==> config.mk <==
export PLATFORM = sky130hd
export DESIGN_NAME = fc_weight_dma_flat
export DESIGN_NICKNAME = d
export VERILOG_FILES = /design/src/rtl/fc_pkg.sv /design/src/rtl/fc_weight_dma_if.sv /design/src/rtl/fc_dma_buffer.sv /design/src/rtl/fc_weight_dma.sv /design/src/flat_wrapper.sv
export SDC_FILE = /design/constraint.sdc
export NUM_CORES = 2
export LEC_CHECK = 0
export ABC_CLOCK_PERIOD_IN_PS = 2700
export CORE_ASPECT_RATIO = 1.75
export CORE_MARGIN = 2
export CORE_UTILIZATION = 57
export CTS_CLUSTER_SIZE = 14
export DETAILED_ROUTE_END_ITERATION = 8
export PLACE_DENSITY = 0.76
export SYNTH_ARGS = -nofsm -noshare
export SYNTH_HDL_FRONTEND = slang
export SYNTH_SLANG_ARGS = --single-unit
==> constraint.sdc <==
create_clock -name clk -period 2.7 [get_ports clk]
set_clock_uncertainty 0.1 [all_clocks]
set_input_delay 0.27 -clock clk [delete_from_list [all_inputs] [get_ports clk]]
set_output_delay 0.27 -clock clk [all_outputs]
set_load 0.01 [all_outputs]
==> src/rtl/fc_pkg.sv <==
`default_nettype none
// ============================================================================
// fc_pkg : shared FC-layer types, layer sizes, weight-region map and bus codes
// Rev 1.0 -- initial release (ERROR state present only with FC_DMA_BOUNDS_EN)
// ============================================================================
package fc_pkg;

  localparam int FC1_INPUTS  = 120;
  localparam int FC1_NEURONS = 84;
  localparam int FC2_NEURONS = 10;

  // Each neuron's record is one bias word followed by its input weights.
  localparam logic [15:0] FC1_WEIGHT_BASE = 16'h0000;
  localparam logic [15:0] FC2_WEIGHT_BASE = 16'(FC1_NEURONS * (FC1_INPUTS + 1));

  typedef enum logic [1:0] {
    BUS_DATASRC_NONE = 2'd0,
    BUS_DATASRC_DMA  = 2'd1,
    BUS_DATASRC_ALU  = 2'd2,
    BUS_DATASRC_ACC  = 2'd3
  } bus_datasrc_e;

  typedef enum logic [1:0] {
    ALULOAD_NONE   = 2'd0,
    ALULOAD_BIAS   = 2'd1,
    ALULOAD_WEIGHT = 2'd2,
    ALULOAD_INPUT  = 2'd3
  } aluload_e;

  typedef enum logic [2:0] {
    DMA_IDLE  = 3'd0,
    DMA_FETCH = 3'd1,
    DMA_READY = 3'd2,
    DMA_DRAIN = 3'd3
`ifdef FC_DMA_BOUNDS_EN
    ,
    DMA_ERROR = 3'd4
`endif
  } dma_state_e;

endpackage
`default_nettype wire

==> src/rtl/fc_weight_dma_if.sv <==
`default_nettype none
// ============================================================================
// fc_weight_dma_if : controller, weight-memory and ALU-bus signals of the DMA
// Rev 1.0 -- initial release
// ============================================================================
interface fc_weight_dma_if #(
  parameter int MEM_ADDRESS_WIDTH   = 16,
  parameter int LAYER_ADDRESS_WIDTH = 7,
  parameter int DATA_WIDTH          = 16
);
  logic                           DMA_read;
  logic [MEM_ADDRESS_WIDTH-1:0]   DMA_address;
  logic [LAYER_ADDRESS_WIDTH-1:0] DMA_count;
  logic                           DMA_ready;
  logic                           drain;
  logic                           mem_read;
  logic [MEM_ADDRESS_WIDTH-1:0]   mem_address;
  logic [DATA_WIDTH-1:0]          mem_data;
  logic [DATA_WIDTH-1:0]          bus_data;
  logic                           bus_valid;
  logic                           bus_last;
  logic                           DMA_error;

  // master: the DMA engine; slave: controller, memory and bus consumer
  modport master (
    input  DMA_read, DMA_address, DMA_count, drain, mem_data,
    output DMA_ready, mem_read, mem_address, bus_data, bus_valid, bus_last, DMA_error
  );
  modport slave (
    output DMA_read, DMA_address, DMA_count, drain, mem_data,
    input  DMA_ready, mem_read, mem_address, bus_data, bus_valid, bus_last, DMA_error
  );
endinterface
`default_nettype wire

==> src/rtl/fc_dma_buffer.sv <==
`default_nettype none
// ============================================================================
// fc_dma_buffer : simple dual-port burst buffer, registered read data that
//                 returns to zero on cycles without a read
// Rev 1.0 -- initial release
// ============================================================================
module fc_dma_buffer #(
  parameter int BUF_DEPTH  = 128,
  parameter int DATA_WIDTH = 16,
  localparam int BUF_AW    = $clog2(BUF_DEPTH)
) (
  input  logic                  clk,
  input  logic                  rst,
  input  logic                  wr_en_i,
  input  logic [BUF_AW-1:0]     wr_addr_i,
  input  logic [DATA_WIDTH-1:0] wr_data_i,
  input  logic                  rd_en_i,
  input  logic [BUF_AW-1:0]     rd_addr_i,
  output logic [DATA_WIDTH-1:0] rd_data_o
);
  logic [DATA_WIDTH-1:0] mem_q [BUF_DEPTH];
  logic [DATA_WIDTH-1:0] rd_data_q;

  always_ff @(posedge clk) begin
    if (wr_en_i) begin
      mem_q[wr_addr_i] <= wr_data_i;
    end
  end

  always_ff @(posedge clk) begin
    if (rst) begin
      rd_data_q <= '0;
    end else if (rd_en_i) begin
      rd_data_q <= mem_q[rd_addr_i];
    end else begin
      rd_data_q <= '0;
    end
  end

  assign rd_data_o = rd_data_q;
endmodule
`default_nettype wire

==> src/rtl/fc_weight_dma.sv <==
`default_nettype none
// ============================================================================
// fc_weight_dma : burst-fetches bias+weight words into a local buffer, then
//                 streams them onto the ALU bus one word per cycle.
//                 Optional bounds checking: define FC_DMA_BOUNDS_EN.
// Rev 1.0 -- initial release
// ============================================================================
module fc_weight_dma
  import fc_pkg::*;
#(
  parameter int MEM_ADDRESS_WIDTH   = 16,
  parameter int LAYER_ADDRESS_WIDTH = 7,
  parameter int DATA_WIDTH          = 16,
  parameter int MEM_LATENCY         = 2,
  parameter int BUF_DEPTH           = 128
) (
  input  logic            clk,
  input  logic            rst,
  fc_weight_dma_if.master dma_if
);
  localparam int BUF_AW = $clog2(BUF_DEPTH);
  localparam int MAW    = MEM_ADDRESS_WIDTH;
  localparam int LAW    = LAYER_ADDRESS_WIDTH;

  dma_state_e             state_q, state_d;
  logic [MAW-1:0]         base_q, base_d, mem_address_q, mem_address_d;
  logic [LAW-1:0]         count_q, count_d, issue_idx_q, issue_idx_d;
  logic [LAW-1:0]         recv_idx_q, recv_idx_d, rd_idx_q, rd_idx_d;
  logic                   mem_read_q, mem_read_d, dma_ready_q, dma_ready_d;
  logic                   bus_valid_q, bus_valid_d, bus_last_q, bus_last_d;
  logic [MEM_LATENCY-1:0] vld_sr_q, vld_sr_d;
  logic                   wr_en, rd_en;
  logic [BUF_AW-1:0]      rd_addr;
  logic [DATA_WIDTH-1:0]  rd_data;

`ifdef FC_DMA_BOUNDS_EN
  logic                   dma_error_q, dma_error_d;
  logic [MAW:0]           req_end;
  logic                   req_oob;

  // A burst may end exactly at the top of memory but not beyond it.
  assign req_end = {1'b0, dma_if.DMA_address} + (MAW+1)'(dma_if.DMA_count);
  assign req_oob = req_end > {1'b1, {MAW{1'b0}}};
`endif

  // Bit k set: the read strobed k+1 cycles ago returns data next edge.
  if (MEM_LATENCY == 1) begin : g_sr_single
    assign vld_sr_d = mem_read_q;
  end else begin : g_sr_chain
    assign vld_sr_d = {vld_sr_q[MEM_LATENCY-2:0], mem_read_q};
  end

  assign wr_en = (state_q == DMA_FETCH) && vld_sr_q[MEM_LATENCY-1];

  always_ff @(posedge clk) begin
    if (rst) begin
      state_q       <= DMA_IDLE;
      base_q        <= '0;
      count_q       <= '0;
      issue_idx_q   <= '0;
      recv_idx_q    <= '0;
      rd_idx_q      <= '0;
      mem_read_q    <= 1'b0;
      mem_address_q <= '0;
      dma_ready_q   <= 1'b0;
      bus_valid_q   <= 1'b0;
      bus_last_q    <= 1'b0;
      vld_sr_q      <= '0;
`ifdef FC_DMA_BOUNDS_EN
      dma_error_q   <= 1'b0;
`endif
    end else begin
      state_q       <= state_d;
      base_q        <= base_d;
      count_q       <= count_d;
      issue_idx_q   <= issue_idx_d;
      recv_idx_q    <= recv_idx_d;
      rd_idx_q      <= rd_idx_d;
      mem_read_q    <= mem_read_d;
      mem_address_q <= mem_address_d;
      dma_ready_q   <= dma_ready_d;
      bus_valid_q   <= bus_valid_d;
      bus_last_q    <= bus_last_d;
      vld_sr_q      <= vld_sr_d;
`ifdef FC_DMA_BOUNDS_EN
      dma_error_q   <= dma_error_d;
`endif
    end
  end

  always_comb begin
    state_d       = state_q;
    base_d        = base_q;
    count_d       = count_q;
    issue_idx_d   = issue_idx_q;
    recv_idx_d    = recv_idx_q;
    rd_idx_d      = rd_idx_q;
    mem_read_d    = 1'b0;
    mem_address_d = '0;
    dma_ready_d   = 1'b0;
    bus_valid_d   = 1'b0;
    bus_last_d    = 1'b0;
    rd_en         = 1'b0;
    rd_addr       = '0;
`ifdef FC_DMA_BOUNDS_EN
    dma_error_d   = 1'b0;
`endif
    unique case (state_q)
      DMA_IDLE: begin
        if (dma_if.DMA_read && (dma_if.DMA_count != '0)) begin
`ifdef FC_DMA_BOUNDS_EN
          if (req_oob) begin
            state_d     = DMA_ERROR;
            dma_error_d = 1'b1;
          end else
`endif
          begin
            // Word 0 is strobed straight from the request inputs.
            state_d       = DMA_FETCH;
            base_d        = dma_if.DMA_address;
            count_d       = dma_if.DMA_count;
            issue_idx_d   = LAW'(1);
            recv_idx_d    = '0;
            mem_read_d    = 1'b1;
            mem_address_d = dma_if.DMA_address;
          end
        end
      end
      DMA_FETCH: begin
        if (issue_idx_q != count_q) begin
          mem_read_d    = 1'b1;
          mem_address_d = base_q + MAW'(issue_idx_q);
          issue_idx_d   = issue_idx_q + LAW'(1);
        end
        if (wr_en) begin
          recv_idx_d = recv_idx_q + LAW'(1);
          if ((recv_idx_q + LAW'(1)) == count_q) begin
            state_d     = DMA_READY;
            dma_ready_d = 1'b1;
          end
        end
      end
      DMA_READY: begin
        dma_ready_d = 1'b1;
        if (dma_if.drain) begin
          state_d     = DMA_DRAIN;
          dma_ready_d = 1'b0;
          rd_idx_d    = '0;
          bus_valid_d = 1'b1;
          bus_last_d  = (count_q == LAW'(1));
          rd_en       = 1'b1;
        end
      end
      DMA_DRAIN: begin
        // The RAM read runs one entry ahead of the word on the bus.
        if (bus_last_q) begin
          state_d = DMA_IDLE;
        end else begin
          rd_idx_d    = rd_idx_q + LAW'(1);
          bus_valid_d = 1'b1;
          bus_last_d  = (rd_idx_q + LAW'(2)) == count_q;
          rd_en       = 1'b1;
          rd_addr     = BUF_AW'(rd_idx_q + LAW'(1));
        end
      end
`ifdef FC_DMA_BOUNDS_EN
      DMA_ERROR: begin
        dma_error_d = 1'b1;
        if (!dma_if.DMA_read) begin
          state_d     = DMA_IDLE;
          dma_error_d = 1'b0;
        end
      end
`endif
      default: state_d = DMA_IDLE;
    endcase
  end

  fc_dma_buffer #(
    .BUF_DEPTH (BUF_DEPTH),
    .DATA_WIDTH(DATA_WIDTH)
  ) u_buffer (
    .clk      (clk),
    .rst      (rst),
    .wr_en_i  (wr_en),
    .wr_addr_i(BUF_AW'(recv_idx_q)),
    .wr_data_i(dma_if.mem_data),
    .rd_en_i  (rd_en),
    .rd_addr_i(rd_addr),
    .rd_data_o(rd_data)
  );

  assign dma_if.DMA_ready   = dma_ready_q;
  assign dma_if.mem_read    = mem_read_q;
  assign dma_if.mem_address = mem_address_q;
  assign dma_if.bus_data    = rd_data;
  assign dma_if.bus_valid   = bus_valid_q;
  assign dma_if.bus_last    = bus_last_q;
`ifdef FC_DMA_BOUNDS_EN
  assign dma_if.DMA_error   = dma_error_q;
`else
  assign dma_if.DMA_error   = 1'b0;
`endif
endmodule
`default_nettype wire

==> src/flat_wrapper.sv <==
// flat-port wrapper written by rule: the top's interface ports become plain ports
module fc_weight_dma_flat import fc_pkg::*;
#(
  parameter int MEM_ADDRESS_WIDTH   = 16,
  parameter int LAYER_ADDRESS_WIDTH = 7,
  parameter int DATA_WIDTH          = 16,
  parameter int MEM_LATENCY         = 2,
  parameter int BUF_DEPTH           = 128
)
  (clk, rst, dma_if_DMA_read, dma_if_DMA_address, dma_if_DMA_count, dma_if_drain, dma_if_mem_data, dma_if_DMA_ready, dma_if_mem_read, dma_if_mem_address, dma_if_bus_data, dma_if_bus_valid, dma_if_bus_last, dma_if_DMA_error);
  fc_weight_dma_if #(.MEM_ADDRESS_WIDTH(MEM_ADDRESS_WIDTH), .LAYER_ADDRESS_WIDTH(LAYER_ADDRESS_WIDTH), .DATA_WIDTH(DATA_WIDTH)) dma_if_i ();
  input  logic clk;
  input  logic rst;
  input wire logic [$bits(dma_if_i.DMA_read)-1:0] dma_if_DMA_read;
  input wire logic [$bits(dma_if_i.DMA_address)-1:0] dma_if_DMA_address;
  input wire logic [$bits(dma_if_i.DMA_count)-1:0] dma_if_DMA_count;
  input wire logic [$bits(dma_if_i.drain)-1:0] dma_if_drain;
  input wire logic [$bits(dma_if_i.mem_data)-1:0] dma_if_mem_data;
  output wire logic [$bits(dma_if_i.DMA_ready)-1:0] dma_if_DMA_ready;
  output wire logic [$bits(dma_if_i.mem_read)-1:0] dma_if_mem_read;
  output wire logic [$bits(dma_if_i.mem_address)-1:0] dma_if_mem_address;
  output wire logic [$bits(dma_if_i.bus_data)-1:0] dma_if_bus_data;
  output wire logic [$bits(dma_if_i.bus_valid)-1:0] dma_if_bus_valid;
  output wire logic [$bits(dma_if_i.bus_last)-1:0] dma_if_bus_last;
  output wire logic [$bits(dma_if_i.DMA_error)-1:0] dma_if_DMA_error;
  assign dma_if_i.DMA_read = dma_if_DMA_read;
  assign dma_if_i.DMA_address = dma_if_DMA_address;
  assign dma_if_i.DMA_count = dma_if_DMA_count;
  assign dma_if_i.drain = dma_if_drain;
  assign dma_if_i.mem_data = dma_if_mem_data;
  assign dma_if_DMA_ready = dma_if_i.DMA_ready;
  assign dma_if_mem_read = dma_if_i.mem_read;
  assign dma_if_mem_address = dma_if_i.mem_address;
  assign dma_if_bus_data = dma_if_i.bus_data;
  assign dma_if_bus_valid = dma_if_i.bus_valid;
  assign dma_if_bus_last = dma_if_i.bus_last;
  assign dma_if_DMA_error = dma_if_i.DMA_error;
  fc_weight_dma #(.MEM_ADDRESS_WIDTH(MEM_ADDRESS_WIDTH), .LAYER_ADDRESS_WIDTH(LAYER_ADDRESS_WIDTH), .DATA_WIDTH(DATA_WIDTH), .MEM_LATENCY(MEM_LATENCY), .BUF_DEPTH(BUF_DEPTH)) u_core (.clk(clk), .rst(rst), .dma_if(dma_if_i));
endmodule
==> reports/results.tsv <==
metric	value	unit
Syn Inst Count	5854	
Max-cap violations	0	
core area	147000	µm²
final setup fails	16	
Row Count	186	
min cycle time layout	3.38	ns
period utilisation layout	125	%
Worst Hold Class	in2reg	
Yosys reg bits	2132	
leading area contributor after synthesis	edfxtp_1	
TritonCTS Sinks	2132	
antenna violations before repair	14	
share of layout cells above drive strength 1	21.4	%
clk slew on worst S/H paths	0.07	ns
starting density of the core	57.4	%
Post-synth EDFFs	2048	
Remaining DRCs	0	
sequential element share of the synthesized area	75.1	%
vias in the first global route	59600	
Cell Area, Synth	84200	µm²
RSZ-0062 raised after global routing	true	
Via Count	60500	
Die Y	512	µm
status	complete, but fails checks	
Final GP Congestion	1.02	
fin nets	6686	
wire per inst	33.1	µm
vias per cell	7.01	
overall routed net length	286000	µm
gr usage total	37.3	%
HPWL after detailed placement	177000	µm
Root Buffer	clkbuf_16	
IO Pins	80	
Main synth FF type	edfxtp_1	
TritonCTS clock tree	built	
count leader, synth	edfxtp_1	
Hold Violations, Final	0	
average size of a mapped cell	14.4	µm²
clk_lat worst skew	0.84	ns
crit path DAT	4.00	ns
CP Max Fanout	6	
top cell type's share of synthesized area	73.1	%
crit end category	flop	
upper clock frequency limit	296	MHz
ranking of synthesized cells by area	edfxtp_1 (73%), nand2_1 (4.3%), o221ai_1 (2.7%)	
critical path class	reg2reg	
Syn-to-layout area delta	21.6	%
Final Power	67.7	mW
top post-synthesis cells by count	edfxtp_1 (2048), nand2_1 (970), nand3_1 (383)	
Setup WS post-layout	-0.683	ns
CTS buffer count	180	
Netlist cell types	75	
Fin Setup TNS	-9.25	ns
Rel. slew slack	35.6	%
first-pass GRT wire length	401000	µm
Synth async-reset ratio	0	%
failing checks	negative setup slack	
CP startpoint kind	flop	
number of port buffers	78	
total gr overflow	0	
VDD IR-drop max	0.564	mV
syn_nets	5914	
Lkg Pwr	34.0	nW
synth warn	0	
full die area	151000	µm²
drt first pass iters	6	
Crit path required time	3.32	ns
Clock Path Buffers	3	
post-layout util	69.8	%
Max H-tree Level	4	
Die W	294	µm
Slew Viols, Final	0	
Worst Tran Pin Value	0.939	ns
DR iter-0 viols	9944	
PwrDens	661	nW/µm²
largest net degree at the start of global routing	129	
post-route ant nets	0	
## repair_timing
item                                    in CTS  in global routing
endpoints found under the setup margin      16               1005
buffers inserted                            19                 38
hold endpoints to repair                   699                  0
cloned                                      11                  5
hold buffers                                45                  0
gates resized for setup                    223                172
pin swaps                                   60                 70
## worst max-delay path, stage by stage, from the launching register on
cell and delay, ns:
dfxtp_4 0.36, ha_4 0.17, or3b_4 0.46, buf_12 0.18, buf_8 0.14, buf_6 0.12
mux4_2 0.42, a22oi_2 0.26, a21oi_2 0.08, a31oi_1 0.14, buf_4 0.17, a31oi_4 0.13
or4b_1 0.51
## layer usage
metal	global-route usage [%]	share of wire, %	vias to the layer above	routed length [µm]
met5	0	0.028	-	80
met4	32.1	11	10	31600
met3	9.57	12	1524	35200
met2	59.5	47	5337	134000
met1	41.7	30	29400	84800
li1	-	-	24300	-
## layout by cell type, fill, tap and decap left out, drive strengths merged, types with 97 or more instances in the layout
cell type / count
nand3: 383
o21ai: 153
buf: 902
nand2: 970
o22ai: 147
o221ai: 260
a31oi: 97
mux2i: 133
nor2: 244
a21oi: 221
clkbuf: 254
edfxtp: 2048
## sequential cells by signal, summed over array words and instances (netlist names), 7 cells and up
| signal | count |
|---|---|
| u_core.rd_idx_q | 7 |
| u_core.base_q | 16 |
| u_core.recv_idx_q | 7 |
| u_core.dma_if.mem_address | 16 |
| u_core.issue_idx_q | 7 |
| u_core.count_q | 7 |
| u_core.u_buffer.mem_q | 2048 |
| u_core.u_buffer.rd_data_o | 16 |
## final cells by class
type	count	area, µm²
antenna	8	20.0
clock buffer	249	4830
clock inverter	45	433
fill	8754	44300
inverter	14	60.1
multi-input combinational	3279	20900
sequential	2132	63200
tap	1880	2350
timing repair buffer	1019	10600
## per-stage QoR
stage / cells / cell area, µm² / worst slack (ns) / hold slack (ns)
finish: 8626 / 102000 / -0.683 / 0.185
global route: 8622 / 102000 / -0.759 / 0.180
CTS: 8577 / 101000 / -0.569 / 0.159
detailed placement: 8213 / 93700 / -1.34 / 0.333
global placement: 8213 / 93700 / -1.35 / 0.319
floorplan: 5854 / 84300 / 0.00484 / 0.269
## power breakdown
group          leakage, nW  switching, mW  internal [mW]
registers             19.1          0.168           36.4
logic                 12.4           4.17           2.61
clock network         2.56           11.6           12.7
total                 34.0           16.0           51.7
## path summary, 6_finish.rpt
kind / end / start / slack [ns] / depth (start not counted)
min: u_core.u_buffer.mem_q[69][2] / dma_if_mem_data[2] / 0.19 / 2
max reg2reg: u_core.u_buffer.rd_data_o[13] / u_core.state_q[1] / -0.68 / 12
min reg2reg: u_core.vld_sr_q[1] / u_core.vld_sr_q[0] / 0.35 / 1
max: u_core.u_buffer.rd_data_o[13] / u_core.state_q[1] / -0.68 / 12
## cells by family after synthesis
logic type | Yosys count | synth area share (%)
AO/OA/AOI/OAI | 1154 | 9.42
XOR/XNOR | 48 | 0.499
adder cells (fa/ha/maj) | 17 | 0.262
buffers and inverters | 444 | 2.26
flip-flops | 2132 | 75.1
multiplexers | 181 | 2.72
other | 1 | 0.00446
AND/OR/NAND/NOR | 1877 | 9.77
Power figures use the tool's default switching activity.
